[src/rtl/mmio_axi_master_pkg.sv]
// Shared AXI constants, FSM state encoding and response-check helper for the
// MMIO-to-AXI single-beat bridge.
package mmio_axi_master_pkg;

    localparam logic [1:0] BURST_INCR  = 2'b01;
    localparam logic [2:0] SIZE_4B     = 3'b010;
    localparam logic [1:0] RESP_OKAY   = 2'b00;
    localparam logic [1:0] RESP_SLVERR = 2'b10;
    localparam logic [7:0] LEN_SINGLE  = 8'd0;

    typedef enum logic [2:0] {
        S_IDLE = 3'd0,
        S_RD_A = 3'd1,
        S_RD_D = 3'd2,
        S_WR   = 3'd3,
        S_WR_B = 3'd4,
        S_RESP = 3'd5
    } state_e;

    // A response is bad when it is not OKAY or carries a foreign ID.
    function automatic logic resp_bad(input logic [1:0] resp, input logic id_ok);
        return (resp != RESP_OKAY) || !id_ok;
    endfunction

endpackage

[src/rtl/mmio_axi_master_if.sv]
// MMIO request/response port plus the AXI4 AR/R/AW/W/B channel set toward the
// UART responder; master is the bridge's view, slave the core/responder view.
interface mmio_axi_master_if #(
    parameter int ADDR_W = 32,
    parameter int DATA_W = 32,
    parameter int ID_W   = 8
);
    logic                  req_valid;
    logic                  req_ready;
    logic                  req_we;
    logic [ADDR_W-1:0]     req_addr;
    logic [DATA_W-1:0]     req_wdata;
    logic [DATA_W/8-1:0]   req_wmask;
    logic                  resp_valid;
    logic                  resp_ready;
    logic [DATA_W-1:0]     resp_rdata;
    logic                  resp_err;

    logic [ID_W-1:0]       io_uart_ar_id;
    logic [ADDR_W-1:0]     io_uart_ar_addr;
    logic [7:0]            io_uart_ar_len;
    logic [2:0]            io_uart_ar_size;
    logic [1:0]            io_uart_ar_burst;
    logic                  io_uart_ar_valid;
    logic                  io_uart_ar_ready;
    logic [ID_W-1:0]       io_uart_r_id;
    logic [1:0]            io_uart_r_resp;
    logic [DATA_W-1:0]     io_uart_r_data;
    logic                  io_uart_r_last;
    logic                  io_uart_r_valid;
    logic                  io_uart_r_ready;
    logic [ID_W-1:0]       io_uart_aw_id;
    logic [ADDR_W-1:0]     io_uart_aw_addr;
    logic [7:0]            io_uart_aw_len;
    logic [2:0]            io_uart_aw_size;
    logic [1:0]            io_uart_aw_burst;
    logic                  io_uart_aw_valid;
    logic                  io_uart_aw_ready;
    logic [DATA_W-1:0]     io_uart_w_data;
    logic [DATA_W/8-1:0]   io_uart_w_strb;
    logic                  io_uart_w_last;
    logic                  io_uart_w_valid;
    logic                  io_uart_w_ready;
    logic [ID_W-1:0]       io_uart_b_id;
    logic [1:0]            io_uart_b_resp;
    logic                  io_uart_b_valid;
    logic                  io_uart_b_ready;

    modport master (
        input  req_valid, req_we, req_addr, req_wdata, req_wmask, resp_ready,
        output req_ready, resp_valid, resp_rdata, resp_err,
        output io_uart_ar_id, io_uart_ar_addr, io_uart_ar_len, io_uart_ar_size,
               io_uart_ar_burst, io_uart_ar_valid,
        input  io_uart_ar_ready,
        input  io_uart_r_id, io_uart_r_resp, io_uart_r_data, io_uart_r_last, io_uart_r_valid,
        output io_uart_r_ready,
        output io_uart_aw_id, io_uart_aw_addr, io_uart_aw_len, io_uart_aw_size,
               io_uart_aw_burst, io_uart_aw_valid,
        input  io_uart_aw_ready,
        output io_uart_w_data, io_uart_w_strb, io_uart_w_last, io_uart_w_valid,
        input  io_uart_w_ready,
        input  io_uart_b_id, io_uart_b_resp, io_uart_b_valid,
        output io_uart_b_ready
    );

    modport slave (
        output req_valid, req_we, req_addr, req_wdata, req_wmask, resp_ready,
        input  req_ready, resp_valid, resp_rdata, resp_err,
        input  io_uart_ar_id, io_uart_ar_addr, io_uart_ar_len, io_uart_ar_size,
               io_uart_ar_burst, io_uart_ar_valid,
        output io_uart_ar_ready,
        output io_uart_r_id, io_uart_r_resp, io_uart_r_data, io_uart_r_last, io_uart_r_valid,
        input  io_uart_r_ready,
        input  io_uart_aw_id, io_uart_aw_addr, io_uart_aw_len, io_uart_aw_size,
               io_uart_aw_burst, io_uart_aw_valid,
        output io_uart_aw_ready,
        input  io_uart_w_data, io_uart_w_strb, io_uart_w_last, io_uart_w_valid,
        output io_uart_w_ready,
        output io_uart_b_id, io_uart_b_resp, io_uart_b_valid,
        input  io_uart_b_ready
    );

endinterface

[src/rtl/mmio_axi_master.sv]
// Bridges the core MMIO request/response port to a single-beat AXI4 initiator
// with one transaction outstanding; all bus outputs come straight from flops.
module mmio_axi_master
    import mmio_axi_master_pkg::*;
#(
    parameter int ADDR_W = 32,
    parameter int DATA_W = 32,
    parameter int ID_W   = 8,
    parameter int AXI_ID = 0
) (
    input  logic               clk,
    input  logic               rst_n,
    mmio_axi_master_if.master  bus
);

    localparam int              STRB_W = DATA_W / 8;
    localparam logic [ID_W-1:0] LP_ID  = ID_W'(AXI_ID);

    state_e              r_state;
    state_e              w_state_nxt;
    logic                r_req_ready;
    logic                r_ar_valid;
    logic                r_r_ready;
    logic                r_aw_valid;
    logic                r_w_valid;
    logic                r_b_ready;
    logic                r_resp_valid;
    logic [DATA_W-1:0]   r_resp_rdata;
    logic                r_resp_err;
    logic [ADDR_W-1:0]   r_addr;
    logic [DATA_W-1:0]   r_wdata;
    logic [STRB_W-1:0]   r_wmask;

    logic w_accept;
    logic w_ar_hs;
    logic w_r_hs;
    logic w_aw_done;
    logic w_w_done;
    logic w_b_hs;
    logic w_resp_hs;

    assign w_accept  = bus.req_valid && r_req_ready;
    assign w_ar_hs   = r_ar_valid && bus.io_uart_ar_ready;
    assign w_r_hs    = r_r_ready && bus.io_uart_r_valid;
    assign w_aw_done = !r_aw_valid || bus.io_uart_aw_ready;
    assign w_w_done  = !r_w_valid || bus.io_uart_w_ready;
    assign w_b_hs    = r_b_ready && bus.io_uart_b_valid;
    assign w_resp_hs = r_resp_valid && bus.resp_ready;

    // FSM state register.
    always_ff @(posedge clk or negedge rst_n) begin
        if (!rst_n) begin
            r_state <= S_IDLE;
        end else begin
            r_state <= w_state_nxt;
        end
    end

    // Next-state decode.
    always_comb begin
        w_state_nxt = r_state;
        case (r_state)
            S_IDLE: begin
                if (w_accept) begin
                    w_state_nxt = bus.req_we ? S_WR : S_RD_A;
                end else begin
                    w_state_nxt = S_IDLE;
                end
            end
            S_RD_A: w_state_nxt = w_ar_hs ? S_RD_D : S_RD_A;
            S_RD_D: w_state_nxt = w_r_hs ? S_RESP : S_RD_D;
            S_WR:   w_state_nxt = (w_aw_done && w_w_done) ? S_WR_B : S_WR;
            S_WR_B: w_state_nxt = w_b_hs ? S_RESP : S_WR_B;
            S_RESP: w_state_nxt = w_resp_hs ? S_IDLE : S_RESP;
            default: w_state_nxt = S_IDLE;
        endcase
    end

    // Registered handshakes, request capture and response capture.
    always_ff @(posedge clk or negedge rst_n) begin
        if (!rst_n) begin
            r_req_ready  <= 1'b0;
            r_ar_valid   <= 1'b0;
            r_r_ready    <= 1'b0;
            r_aw_valid   <= 1'b0;
            r_w_valid    <= 1'b0;
            r_b_ready    <= 1'b0;
            r_resp_valid <= 1'b0;
            r_resp_rdata <= {DATA_W{1'b0}};
            r_resp_err   <= 1'b0;
            r_addr       <= {ADDR_W{1'b0}};
            r_wdata      <= {DATA_W{1'b0}};
            r_wmask      <= {STRB_W{1'b0}};
        end else begin
            r_req_ready  <= (w_state_nxt == S_IDLE);
            r_ar_valid   <= (w_state_nxt == S_RD_A);
            r_r_ready    <= (w_state_nxt == S_RD_D);
            r_b_ready    <= (w_state_nxt == S_WR_B);
            r_resp_valid <= (w_state_nxt == S_RESP);
            // AW and W retire independently; each holds until its own ready.
            r_aw_valid   <= (w_accept && bus.req_we) || (r_aw_valid && !bus.io_uart_aw_ready);
            r_w_valid    <= (w_accept && bus.req_we) || (r_w_valid && !bus.io_uart_w_ready);
            if (w_accept) begin
                r_addr  <= bus.req_addr;
                r_wdata <= bus.req_wdata;
                r_wmask <= bus.req_wmask;
            end
            if (w_r_hs) begin
                r_resp_rdata <= bus.io_uart_r_data;
                r_resp_err   <= resp_bad(bus.io_uart_r_resp, bus.io_uart_r_id == LP_ID)
                                || !bus.io_uart_r_last;
            end else if (w_b_hs) begin
                r_resp_rdata <= {DATA_W{1'b0}};
                r_resp_err   <= resp_bad(bus.io_uart_b_resp, bus.io_uart_b_id == LP_ID);
            end
        end
    end

    assign bus.req_ready        = r_req_ready;
    assign bus.resp_valid       = r_resp_valid;
    assign bus.resp_rdata       = r_resp_rdata;
    assign bus.resp_err         = r_resp_err;
    assign bus.io_uart_ar_id    = LP_ID;
    assign bus.io_uart_ar_addr  = r_addr;
    assign bus.io_uart_ar_len   = LEN_SINGLE;
    assign bus.io_uart_ar_size  = SIZE_4B;
    assign bus.io_uart_ar_burst = BURST_INCR;
    assign bus.io_uart_ar_valid = r_ar_valid;
    assign bus.io_uart_r_ready  = r_r_ready;
    assign bus.io_uart_aw_id    = LP_ID;
    assign bus.io_uart_aw_addr  = r_addr;
    assign bus.io_uart_aw_len   = LEN_SINGLE;
    assign bus.io_uart_aw_size  = SIZE_4B;
    assign bus.io_uart_aw_burst = BURST_INCR;
    assign bus.io_uart_aw_valid = r_aw_valid;
    assign bus.io_uart_w_data   = r_wdata;
    assign bus.io_uart_w_strb   = r_wmask;
    assign bus.io_uart_w_last   = 1'b1;
    assign bus.io_uart_w_valid  = r_w_valid;
    assign bus.io_uart_b_ready  = r_b_ready;

endmodule

[src/flat_wrapper.sv]
// flat-port wrapper written by rule: the top's interface ports become plain ports
module mmio_axi_master_flat import mmio_axi_master_pkg::*;
#(
    parameter int ADDR_W = 32,
    parameter int DATA_W = 32,
    parameter int ID_W   = 8,
    parameter int AXI_ID = 0
)
  (clk, rst_n, bus_req_valid, bus_req_we, bus_req_addr, bus_req_wdata, bus_req_wmask, bus_resp_ready, bus_req_ready, bus_resp_valid, bus_resp_rdata, bus_resp_err, bus_io_uart_ar_id, bus_io_uart_ar_addr, bus_io_uart_ar_len, bus_io_uart_ar_size, bus_io_uart_ar_burst, bus_io_uart_ar_valid, bus_io_uart_ar_ready, bus_io_uart_r_id, bus_io_uart_r_resp, bus_io_uart_r_data, bus_io_uart_r_last, bus_io_uart_r_valid, bus_io_uart_r_ready, bus_io_uart_aw_id, bus_io_uart_aw_addr, bus_io_uart_aw_len, bus_io_uart_aw_size, bus_io_uart_aw_burst, bus_io_uart_aw_valid, bus_io_uart_aw_ready, bus_io_uart_w_data, bus_io_uart_w_strb, bus_io_uart_w_last, bus_io_uart_w_valid, bus_io_uart_w_ready, bus_io_uart_b_id, bus_io_uart_b_resp, bus_io_uart_b_valid, bus_io_uart_b_ready);
  mmio_axi_master_if #(.ADDR_W(ADDR_W), .DATA_W(DATA_W), .ID_W(ID_W)) bus_i ();
  input  logic clk;
  input  logic rst_n;
  input wire logic [$bits(bus_i.req_valid)-1:0] bus_req_valid;
  input wire logic [$bits(bus_i.req_we)-1:0] bus_req_we;
  input wire logic [$bits(bus_i.req_addr)-1:0] bus_req_addr;
  input wire logic [$bits(bus_i.req_wdata)-1:0] bus_req_wdata;
  input wire logic [$bits(bus_i.req_wmask)-1:0] bus_req_wmask;
  input wire logic [$bits(bus_i.resp_ready)-1:0] bus_resp_ready;
  output wire logic [$bits(bus_i.req_ready)-1:0] bus_req_ready;
  output wire logic [$bits(bus_i.resp_valid)-1:0] bus_resp_valid;
  output wire logic [$bits(bus_i.resp_rdata)-1:0] bus_resp_rdata;
  output wire logic [$bits(bus_i.resp_err)-1:0] bus_resp_err;
  output wire logic [$bits(bus_i.io_uart_ar_id)-1:0] bus_io_uart_ar_id;
  output wire logic [$bits(bus_i.io_uart_ar_addr)-1:0] bus_io_uart_ar_addr;
  output wire logic [$bits(bus_i.io_uart_ar_len)-1:0] bus_io_uart_ar_len;
  output wire logic [$bits(bus_i.io_uart_ar_size)-1:0] bus_io_uart_ar_size;
  output wire logic [$bits(bus_i.io_uart_ar_burst)-1:0] bus_io_uart_ar_burst;
  output wire logic [$bits(bus_i.io_uart_ar_valid)-1:0] bus_io_uart_ar_valid;
  input wire logic [$bits(bus_i.io_uart_ar_ready)-1:0] bus_io_uart_ar_ready;
  input wire logic [$bits(bus_i.io_uart_r_id)-1:0] bus_io_uart_r_id;
  input wire logic [$bits(bus_i.io_uart_r_resp)-1:0] bus_io_uart_r_resp;
  input wire logic [$bits(bus_i.io_uart_r_data)-1:0] bus_io_uart_r_data;
  input wire logic [$bits(bus_i.io_uart_r_last)-1:0] bus_io_uart_r_last;
  input wire logic [$bits(bus_i.io_uart_r_valid)-1:0] bus_io_uart_r_valid;
  output wire logic [$bits(bus_i.io_uart_r_ready)-1:0] bus_io_uart_r_ready;
  output wire logic [$bits(bus_i.io_uart_aw_id)-1:0] bus_io_uart_aw_id;
  output wire logic [$bits(bus_i.io_uart_aw_addr)-1:0] bus_io_uart_aw_addr;
  output wire logic [$bits(bus_i.io_uart_aw_len)-1:0] bus_io_uart_aw_len;
  output wire logic [$bits(bus_i.io_uart_aw_size)-1:0] bus_io_uart_aw_size;
  output wire logic [$bits(bus_i.io_uart_aw_burst)-1:0] bus_io_uart_aw_burst;
  output wire logic [$bits(bus_i.io_uart_aw_valid)-1:0] bus_io_uart_aw_valid;
  input wire logic [$bits(bus_i.io_uart_aw_ready)-1:0] bus_io_uart_aw_ready;
  output wire logic [$bits(bus_i.io_uart_w_data)-1:0] bus_io_uart_w_data;
  output wire logic [$bits(bus_i.io_uart_w_strb)-1:0] bus_io_uart_w_strb;
  output wire logic [$bits(bus_i.io_uart_w_last)-1:0] bus_io_uart_w_last;
  output wire logic [$bits(bus_i.io_uart_w_valid)-1:0] bus_io_uart_w_valid;
  input wire logic [$bits(bus_i.io_uart_w_ready)-1:0] bus_io_uart_w_ready;
  input wire logic [$bits(bus_i.io_uart_b_id)-1:0] bus_io_uart_b_id;
  input wire logic [$bits(bus_i.io_uart_b_resp)-1:0] bus_io_uart_b_resp;
  input wire logic [$bits(bus_i.io_uart_b_valid)-1:0] bus_io_uart_b_valid;
  output wire logic [$bits(bus_i.io_uart_b_ready)-1:0] bus_io_uart_b_ready;
  assign bus_i.req_valid = bus_req_valid;
  assign bus_i.req_we = bus_req_we;
  assign bus_i.req_addr = bus_req_addr;
  assign bus_i.req_wdata = bus_req_wdata;
  assign bus_i.req_wmask = bus_req_wmask;
  assign bus_i.resp_ready = bus_resp_ready;
  assign bus_req_ready = bus_i.req_ready;
  assign bus_resp_valid = bus_i.resp_valid;
  assign bus_resp_rdata = bus_i.resp_rdata;
  assign bus_resp_err = bus_i.resp_err;
  assign bus_io_uart_ar_id = bus_i.io_uart_ar_id;
  assign bus_io_uart_ar_addr = bus_i.io_uart_ar_addr;
  assign bus_io_uart_ar_len = bus_i.io_uart_ar_len;
  assign bus_io_uart_ar_size = bus_i.io_uart_ar_size;
  assign bus_io_uart_ar_burst = bus_i.io_uart_ar_burst;
  assign bus_io_uart_ar_valid = bus_i.io_uart_ar_valid;
  assign bus_i.io_uart_ar_ready = bus_io_uart_ar_ready;
  assign bus_i.io_uart_r_id = bus_io_uart_r_id;
  assign bus_i.io_uart_r_resp = bus_io_uart_r_resp;
  assign bus_i.io_uart_r_data = bus_io_uart_r_data;
  assign bus_i.io_uart_r_last = bus_io_uart_r_last;
  assign bus_i.io_uart_r_valid = bus_io_uart_r_valid;
  assign bus_io_uart_r_ready = bus_i.io_uart_r_ready;
  assign bus_io_uart_aw_id = bus_i.io_uart_aw_id;
  assign bus_io_uart_aw_addr = bus_i.io_uart_aw_addr;
  assign bus_io_uart_aw_len = bus_i.io_uart_aw_len;
  assign bus_io_uart_aw_size = bus_i.io_uart_aw_size;
  assign bus_io_uart_aw_burst = bus_i.io_uart_aw_burst;
  assign bus_io_uart_aw_valid = bus_i.io_uart_aw_valid;
  assign bus_i.io_uart_aw_ready = bus_io_uart_aw_ready;
  assign bus_io_uart_w_data = bus_i.io_uart_w_data;
  assign bus_io_uart_w_strb = bus_i.io_uart_w_strb;
  assign bus_io_uart_w_last = bus_i.io_uart_w_last;
  assign bus_io_uart_w_valid = bus_i.io_uart_w_valid;
  assign bus_i.io_uart_w_ready = bus_io_uart_w_ready;
  assign bus_i.io_uart_b_id = bus_io_uart_b_id;
  assign bus_i.io_uart_b_resp = bus_io_uart_b_resp;
  assign bus_i.io_uart_b_valid = bus_io_uart_b_valid;
  assign bus_io_uart_b_ready = bus_i.io_uart_b_ready;
  mmio_axi_master #(.ADDR_W(ADDR_W), .DATA_W(DATA_W), .ID_W(ID_W), .AXI_ID(AXI_ID)) u_core (.clk(clk), .rst_n(rst_n), .bus(bus_i));
endmodule
[config.mk]
export PLATFORM = sky130hd
export DESIGN_NAME = mmio_axi_master_flat
export DESIGN_NICKNAME = d
export VERILOG_FILES = /design/src/rtl/mmio_axi_master_pkg.sv /design/src/rtl/mmio_axi_master_if.sv /design/src/rtl/mmio_axi_master.sv /design/src/flat_wrapper.sv
export SDC_FILE = /design/constraint.sdc
export NUM_CORES = 1
export LEC_CHECK = 0
export ABC_AREA = 0
export CORE_MARGIN = 8
export CORE_UTILIZATION = 39
export CTS_CLUSTER_DIAMETER = 100
export CTS_CLUSTER_SIZE = 14
export DETAILED_ROUTE_END_ITERATION = 8
export GPL_TIMING_DRIVEN = 1
export PLACE_DENSITY = 0.95
export SYNTH_ARGS = -nofsm -noshare
export SYNTH_HDL_FRONTEND = slang
export SYNTH_SLANG_ARGS = --single-unit
[constraint.sdc]
create_clock -name clk -period 3.16 [get_ports clk]
set_clock_uncertainty 0.2 [all_clocks]
set_input_delay 0.948 -clock clk [delete_from_list [all_inputs] [get_ports clk]]
set_output_delay 0.948 -clock clk [all_outputs]
set_load 0.01 [all_outputs]
# --- Word-level counts from Yosys, hierarchy flattened ---
# Index checks and enable logic that the tools add are counted.
totals:
  register_bits: 111
  in_bits: 131
  wordCells: 64
op_classes:
  n_eq_ne: 9
  n_mux: 12
  n_reduce_logical: 30
op_table:
  columns: ["op", "count"]
  rows:
  - ["two-way mux 32 bit", 2]
  - ["case mux 3 bit (6 select lines)", 1]
  - ["zero test 8 bit", 2]
  - ["equality test 3 bit (second input constant)", 4]
  - ["two-way mux 3 bit", 4]
  - ["equality test 3 x 2 -> 1 bit (second input constant)", 3]
  - ["logical AND 1 bit", 9]
  - ["zero test 1 bit", 7]
  - ["logical OR 1 bit", 7]
  - ["equality test 3 x 1 -> 1 bit (second input constant)", 2]
  - ["zero test 3 bit", 2]
  - ["nonzero test 2 bit", 3]
  - ["two-way mux 2 bit", 2]
  - ["two-way mux 1 bit", 3]

# --- Logic depth before layout (Yosys ltp) ---
logic_depth:
  ltp_word: 6
  ltp_mapped: 5

# --- Worst setup path after synthesis ---
# Ideal clock, no wire load.
synth_timing:
  kind: "input to register"
  start: "input port bus_io_uart_ar_ready"
  end: "register u_core.r_req_ready, in the netlist u_core.bus.req_ready"
  setup_time_ps: 134
  t_arrival_ps: 1908
  required_ps: 2826
  setup_slack_ps: 919
  stages: 4
  path_buffers: 0
  cell_sequence: "and2_1 -> mux4_2 -> o32a_1 -> nor3b_2"
synth_between:
  elab_chain_cells: 4
synth_rtl:
  columns: ["item", "line_no", "source"]
  rows:
  - ["start: declaration", "flat_wrapper.sv:29", "input wire logic [$bits(bus_i.io_uart_ar_ready)-1:0] bus_io_uart_ar_ready;"]
  - ["logical AND 1 bit", "mmio_axi_master.sv:43", "assign w_ar_hs = r_ar_valid && bus.io_uart_ar_ready;"]
  - ["two-way mux 2 bit", "mmio_axi_master.sv:70", "S_RD_A: w_state_nxt = w_ar_hs ? S_RD_D : S_RD_A;"]
  - ["case mux 3 bit (6 select lines)", "mmio_axi_master.sv:62", "case (r_state)"]
  - ["zero test 3 bit", "mmio_axi_master.sv:95", "r_req_ready <= (w_state_nxt == S_IDLE);"]
  - ["end signal: assignment", "mmio_axi_master.sv:95", null]
  - ["end: declaration", "mmio_axi_master.sv:21", "logic r_req_ready;"]
# Every way passes these cells.
# A chain may end at the register's enable or synchronous reset.

# --- Final worst setup path ---
layout_timing:
  start: "input port bus_io_uart_r_valid"
  end: "register u_core.r_resp_rdata[23], in the netlist u_core.bus.resp_rdata[23]"
layout_between:
  elab_chain_cells: 2
  elab_cells_between_ends: 3
layout_rtl:
  columns: ["item", "line_no", "source"]
  rows:
  - ["start: declaration", "flat_wrapper.sv:34", "input wire logic [$bits(bus_i.io_uart_r_valid)-1:0] bus_io_uart_r_valid;"]
  - ["logical AND 1 bit *", "mmio_axi_master.sv:44", "assign w_r_hs = r_r_ready && bus.io_uart_r_valid;"]
  - ["two-way mux 32 bit / nonzero test 2 bit (equally long branches)", null, null]
  - ["end signal: assignment", "mmio_axi_master.sv:89", "r_resp_rdata <= {DATA_W{1'b0}};"]
  - ["end signal: assignment", "mmio_axi_master.sv:109", "r_resp_rdata <= bus.io_uart_r_data;"]
  - ["end signal: assignment", "mmio_axi_master.sv:113", "r_resp_rdata <= {DATA_W{1'b0}};"]
  - ["end: declaration", "mmio_axi_master.sv:28", "logic [DATA_W-1:0] r_resp_rdata;"]
# Every way passes the cells marked *; elsewhere a longest branch is shown, timed or not.

==> flow_summary.toml <==
[outcome]
outcome = "finished, final reports clean"

[place]
hpwl_mm = 11.6
pre_cts_ws_ns = 0.0365
io_buffers = 270
gpl.final_weighted_congestion = 0.830

[clocking]
clk_latency_ns = 0.33
cts_resized = 0
clk_pin_slew_ns = 0.07
clockBufferDepth = 2
cts_hold_buf = 0
cts_buffers = 9
post_cts_buffers = 0
h-tree-depth = 3
cts_tree = "done"
cts_root_buffer = "clkbuf_16"
clock-sinks = 111

[drt]
drt_iter0_markers = 169
viasPerCell = 4.80
dr_total_vias = 3519
first_pass_iters = 4
wl_per_cell_um = 19.4
routed_wl_mm = 14.2
route.antenna.remaining_nets = 0
drc_errors = 0

[synthesis]
yosys_warnings = 0
yosys_register_bits = 111
synth_compound_area_share_pct = 8.04
syn-cell-area_um2 = 4760
synth_mux_area_share_pct = 16.6
yosys.area_share.simple_pct = 3.42
ys_top_cells_by_area = "dfrtp_1 58%, mux2_2 16%, buf_4 12%"
yosys.area_share.adder_pct = 0
synth-xor-area-share_pct = 0
ys_types = 30
synth.top_cell.area_share_pct = 58.3
yosys.area.top_type = "dfrtp_1"
postSynthCellCount = 347
synth_top_family_by_area = "multiplexers"
avgSynthCellArea_um2 = 13.7
ys_seq_area_share_pct = 58.3

[cells_and_area]
final_cell_mix = "269 x clkdlybuf4s50_1, 111 x dfrtp_1, 68 x mux2_2, 43 x conb_1, 33 x a22o_1"
drive_above_1_share_pct = 15.7
layout_commonest_cell = "clkdlybuf4s50_1"
post-route-util_pct = 62.8
area_growth_pct = 57.7
diodes = 0
layout.nets = 714
fillerInstances = 905

[grt]
grt_max_degree = 69
grtUsageTotal_pct = 17.2
grt_pass1_wl_mm = 21.8
grt_overflow_total = 0
grt_antenna_before_repair = 0
grt_pass1_vias = 3868

[timing]
relSlewSlack_pct = 11.2
worst_slack_ns = 0.373
finalSetupTns_ns = 0
slew_violations = 0
max_clock_freq_ghz = 0.359
finalHoldViolCount = 0
timing.final.crit_share_pct = 88.2
grt_setup_unrepaired = "no"
tightestPinTransition_ns = 1.33
setup_violations = 0
post-route-min-period_ns = 2.79

[die]
die_w_um = 126
ios = 314
initial_core_util_pct = 39.8
fp.dieArea_um2 = 16000
core_um2 = 12000
chipHeight_um = 126
row_count = 40

[flow_run]
drv_cap = 0

[setup_path]
r2r.worst_path.cells = 3
critical_path.max_fanout = 32
critPathCaptureType = "flip-flop"
cp.required_ns = 3.23
cp_slowest_cell = "a21oi_2"
cp_cell_sequence = "clkdlybuf4s50_1, and2_1, a21oi_2, a22o_1"
reg2reg_to = "u_core.bus.resp_rdata[23]"
crit_start = "bus_io_uart_r_valid"
startpoint_type = "primary input"
crit_end = "u_core.bus.resp_rdata[23]"
critPathKind = "in -> reg"
max_stage_delay_ns = 0.96
r2r-start = "u_core.bus.io_uart_r_ready"
r2r_setup_slack_ns = 1.03
critical_path_arrival_ns = 2.86

[worst_hold_path]
hold_depth = 1
min_path_type = "reg -> reg"

[power]
p_leak_uw = 0.00325
irDropWorstVdd_mv = 0.452
total_power_uw = 7440
p_per_area_nw_per_um2 = 992
-- metal layers --
layer	wire, um	up-vias	GRT usage, %	part of all wire, %
li1	-	1564	-	-
met1	4980	1731	17.3	35
met2	7590	206	32.2	53
met3	1410	18	6.62	9.9
met4	235	0	5.17	1.7
met5	0	-	0	0
-- where the power goes --
| part | internal, uW | total (uW) | switching, uW |
|---|---|---|---|
| Combinational | 2310 | 3740 | 1420 |
| Sequential | 2140 | 2610 | 471 |
| Clock | 614 | 1090 | 479 |
-- through the flow --
stage                     std cells  hold slack, ns  cell area (um^2)
after global placement          719           0.282              7220
after global routing            733           0.315              7510
after floorplan                 388           0.333              4910
after CTS                       733           0.304              7510
after detailed placement        719           0.285              7220
final                           733           0.304              7510
-- sequential cells by signal (all words and copies together) (netlist names) --
| signal | count |
|---|---|
| u_core.bus.io_uart_w_strb | 4 |
| u_core.bus.req_ready | 1 |
| u_core.bus.resp_valid | 1 |
| u_core.bus.io_uart_aw_valid | 1 |
| u_core.bus.io_uart_b_ready | 1 |
| u_core.bus.io_uart_r_ready | 1 |
| u_core.bus.io_uart_ar_valid | 1 |
| u_core.bus.io_uart_w_valid | 1 |
| u_core.bus.io_uart_ar_addr | 32 |
| u_core.bus.resp_err | 1 |
| u_core.r_state | 3 |
| u_core.bus.resp_rdata | 32 |
| u_core.bus.io_uart_w_data | 32 |
-- logic make-up after synthesis --
family	count (synthesis)
simple gates	27
mux	69
buf+inv	92
flops	111
compound gates	46
other cells	2
-- worst min path at each step --
stage / startpoint / endpoint / slack, ns
final: u_core.bus.resp_rdata[2] / u_core.bus.resp_rdata[2] / 0.30
after CTS: rst_n / u_core.bus.io_uart_w_data[5] / 0.30
after detailed placement: u_core.bus.resp_rdata[19] / u_core.bus.resp_rdata[19] / 0.28
after floorplan: u_core.bus.resp_rdata[0] / u_core.bus.resp_rdata[0] / 0.33
after global routing: u_core.bus.io_uart_w_data[10] / u_core.bus.io_uart_w_data[10] / 0.32
after global placement: u_core.bus.resp_rdata[16] / u_core.bus.resp_rdata[16] / 0.28
-- layout make-up --
type,instances,area [um^2],area share (%)
tap,147,184,2.45
inverter,2,7.51,0.100
timing repair buffer,274,2760,36.7
multi-input combinational,185,1500,20.0
sequential,111,2780,37.0
clock buffer,14,284,3.78
-- synth_stat cells --
library cell	instances
nor2b_1	2
a211oi_1	2
a21oi_1	2
dfrtp_1	111
nand2_1	5
and3_1	2
and2_0	1
conb_1	2
nor3b_2	1
buf_2	12
and3b_1	1
a31oi_1	3
nor2_1	2
o21ai_1	1
nand2b_1	3
clkbuf_1	3
mux4_2	1
mux2_2	68
buf_4	75
a21oi_2	1
inv_1	1
o32a_1	1
nor4_1	4
nor3_2	1
a211o_1	2
nand3_1	1
inv_2	1
a2111oi_0	1
a22o_1	33
and2_1	4
-- worst max-delay path: cells and delay by family --
kind | cells | cell delay, ns
and+or+nand+nor | 1 | 0.21
buffers and inverters | 1 | 0.46
AOI/OAI and AO/OA | 2 | 1.23
Power figures use the tool's default switching activity.
==> patch (config.mk and constraints unchanged) <==
`ID_W` is set to 8 in 3 places; all go to 9.
--- a/src/rtl/mmio_axi_master_if.sv
+++ b/src/rtl/mmio_axi_master_if.sv
@@ -3,7 +3,7 @@
 interface mmio_axi_master_if #(
     parameter int ADDR_W = 32,
     parameter int DATA_W = 32,
-    parameter int ID_W   = 8
+    parameter int ID_W   = 9
 );
     logic                  req_valid;
     logic                  req_ready;
--- a/src/rtl/mmio_axi_master.sv
+++ b/src/rtl/mmio_axi_master.sv
@@ -5,7 +5,7 @@
 #(
     parameter int ADDR_W = 32,
     parameter int DATA_W = 32,
-    parameter int ID_W   = 8,
+    parameter int ID_W   = 9,
     parameter int AXI_ID = 0
 ) (
     input  logic               clk,
--- a/src/flat_wrapper.sv
+++ b/src/flat_wrapper.sv
@@ -3,7 +3,7 @@
 #(
     parameter int ADDR_W = 32,
     parameter int DATA_W = 32,
-    parameter int ID_W   = 8,
+    parameter int ID_W   = 9,
     parameter int AXI_ID = 0
 )
   (clk, rst_n, bus_req_valid, bus_req_we, bus_req_addr, bus_req_wdata, bus_req_wmask, bus_resp_ready, bus_req_ready, bus_resp_valid, bus_resp_rdata, bus_resp_err, bus_io_uart_ar_id, bus_io_uart_ar_addr, bus_io_uart_ar_len, bus_io_uart_ar_size, bus_io_uart_ar_burst, bus_io_uart_ar_valid, bus_io_uart_ar_ready, bus_io_uart_r_id, bus_io_uart_r_resp, bus_io_uart_r_data, bus_io_uart_r_last, bus_io_uart_r_valid, bus_io_uart_r_ready, bus_io_uart_aw_id, bus_io_uart_aw_addr, bus_io_uart_aw_len, bus_io_uart_aw_size, bus_io_uart_aw_burst, bus_io_uart_aw_valid, bus_io_uart_aw_ready, bus_io_uart_w_data, bus_io_uart_w_strb, bus_io_uart_w_last, bus_io_uart_w_valid, bus_io_uart_w_ready, bus_io_uart_b_id, bus_io_uart_b_resp, bus_io_uart_b_valid, bus_io_uart_b_ready);
Ports: changed (resized bus_io_uart_ar_id, bus_io_uart_aw_id, bus_io_uart_b_id and bus_io_uart_r_id); port bits go from 314 to 318. No check against the original RTL was run, so the function may have changed too.
==> patch against the unedited design <==
Count of clock-buffer cells in the layout is 3 lower; setup slack better by 0.020 ns; wire length is 1.2% higher; sequential cell count unchanged; area after synthesis grew 0.50%; total power hardly changed; final area up 0.50%; final cell count rose by 0.95%; largest power group unchanged.
==> patch: results (changes against the unedited design) <==
* Status: finished, final reports clean
* Gpl congestion at 0.856 (+3.2%)
* Slew Limit Headroom at 9.93% (-1.3 points)
* # diodes at 0 (unchanged)
* Total global-route track usage at 17.0% (-0.23 points)
* DRT Pass-1 Iters at 4 (unchanged)
* Critical path data arrival time at 2.83 ns (-0.03 ns)
* Top cells by count, synth: 111 x dfrtp_1, 77 x buf_4, 68 x mux2_2
* Cells after Synth at 350 (+0.86%)
* Clock Latency Late Sink at 0.33 ns (about the same)
* Longest Clk Path Bufs at 2 (unchanged)
* Hold Path Class: input pin to async pin
* CTS buffer count at 9 (unchanged)
* Cts repair resizes at 0 (unchanged)
* Layout cells sized above 1 at 16.0% (+0.32 points)
* Slowest stage delay, CP at 0.97 ns
* Synthesis warning total at 0 (unchanged)
* H-tree depth at 3 (unchanged)
* CP max FO at 32 (unchanged)
* Register area share after synthesis at 58.1% (-0.29 points)
* Synth area leaders: dfrtp_1 58%, mux2_2 16%, buf_4 12%, a22o_1 6.0%, buf_2 1.3%
* Post-synth cell types at 33 (+10%)
* Starting Density at 39.8% (about the same)
* Max stage delay cell, worst path: a21oi_2
* Initial antenna violation count at 0 (unchanged)
* Reg clk slew, reported paths at 0.08 ns
* Worst IR Drop VDD at 0.567 mV (+25%)
* Vias at 3488 (-0.88%)
* Ys async rst share at 100% (unchanged)
* Post-DP HPWL at 11.8 mm (+1.8%)
* I/O Buffers at 272 (+0.74%)
* Largest net degree at the start of global routing at 69 (unchanged)
* Finished Layout Cells at 740 (+0.95%)
* Leak at 3.26 nW (+0.15%)
* Number of max-cap violations at 0 (unchanged)
* Antenna-violating nets left at 0 (unchanged)
* Fillcell total at 921 (+1.8%)
* Vias in the first global route at 3913 (+1.2%)
* Iteration-0 DRC Markers at 155 (-8.3%)
* Global-route wire length before repair at 21.6 mm (-0.95%)
* WL per Instance at 19.4 um (+0.21%)
* Post-CTS setup buffers at 0 (unchanged)
* Nets at 721 (+0.98%)
* Root Buffer: clkbuf_16
==> patch: changes by cell type after synthesis, moves of 2 or more <==
cell,unedited run,this run
nand3_1,1,3
a31oi_1,3,1
nor2_1,2,0
buf_4,75,77
==> patch: layout make-up <==
cell class / count / share of cell area [%]
Sequential cell: 111 / 36.8
Multi-Input combinational cell: 188 / 20.1
Timing Repair Buffer: 276 / 36.8
Clock inverter: 5 / 0.431
Inverter: 2 / 0.0995
Tap cell: 147 / 2.44
Clock buffer: 11 / 3.35
==> patch: through the flow <==
| stage | cell area, um2 | utilization [%] | setup WS, ns |
|---|---|---|---|
| CTS | 7540 | 62.8 | 0.446 |
| global route | 7540 | 62.8 | 0.312 |
| finish | 7540 | 62.8 | 0.393 |
| global placement | 7260 | 60.4 | 0.172 |
| detailed placement | 7260 | 60.4 | 0.0758 |
| floorplan | 4950 | - | 0.919 |
==> patch: per-layer routing <==
layer | routed length [um] | part of all wire [%] | GRT usage (%) | vias to the layer above
met5 | 0 | 0 | 0 | -
met4 | 315 | 2.2 | 6.58 | 0
met3 | 1440 | 10 | 6.24 | 23
met2 | 7590 | 53 | 31.5 | 219
met1 | 5040 | 35 | 16.9 | 1669
li1 | - | - | - | 1577
==> patch: final timing paths <==
kind	start	endpoint	slack [ns]	cells after the start
min in group clk	u_core.bus.io_uart_w_data[19]	u_core.bus.io_uart_w_data[19]	0.30	1
worst max register to register	u_core.bus.io_uart_r_ready	u_core.bus.resp_rdata[28]	1.02	3
worst min-delay path	rst_n	u_core.bus.resp_rdata[12]	0.25	1
max in group asynchronous	rst_n	u_core.bus.io_uart_ar_addr[6]	1.78	2
worst max-delay path	bus_io_uart_r_valid	u_core.bus.resp_rdata[28]	0.39	4
worst min register to register	u_core.bus.io_uart_w_data[19]	u_core.bus.io_uart_w_data[19]	0.30	1
==> patch: kinds of logic (layout without fill, tap and decap cells) <==
| group | Yosys count | after routing | share of synthesized area, % |
|---|---|---|---|
| simple gates | 29 | 29 | 3.69 |
| flops | 111 | 111 | 58.1 |
| mux | 70 | 70 | 16.7 |
| other cells | 2 | 45 | 0.157 |
| compound gates | 44 | 44 | 7.69 |
| buf+inv | 94 | 294 | 13.7 |
==> patch: critical path: cells and delay by family <==
family / cells / cell delay [ns]
compound gates: 2 / 1.25
simple gates: 1 / 0.19
buf+inv: 1 / 0.43
==> patch: report_power, final <==
group | switching, mW | internal, mW
clock | 0.495 | 0.576
combinational | 1.43 | 2.31
sequential | 0.499 | 2.14
total | 2.42 | 5.03
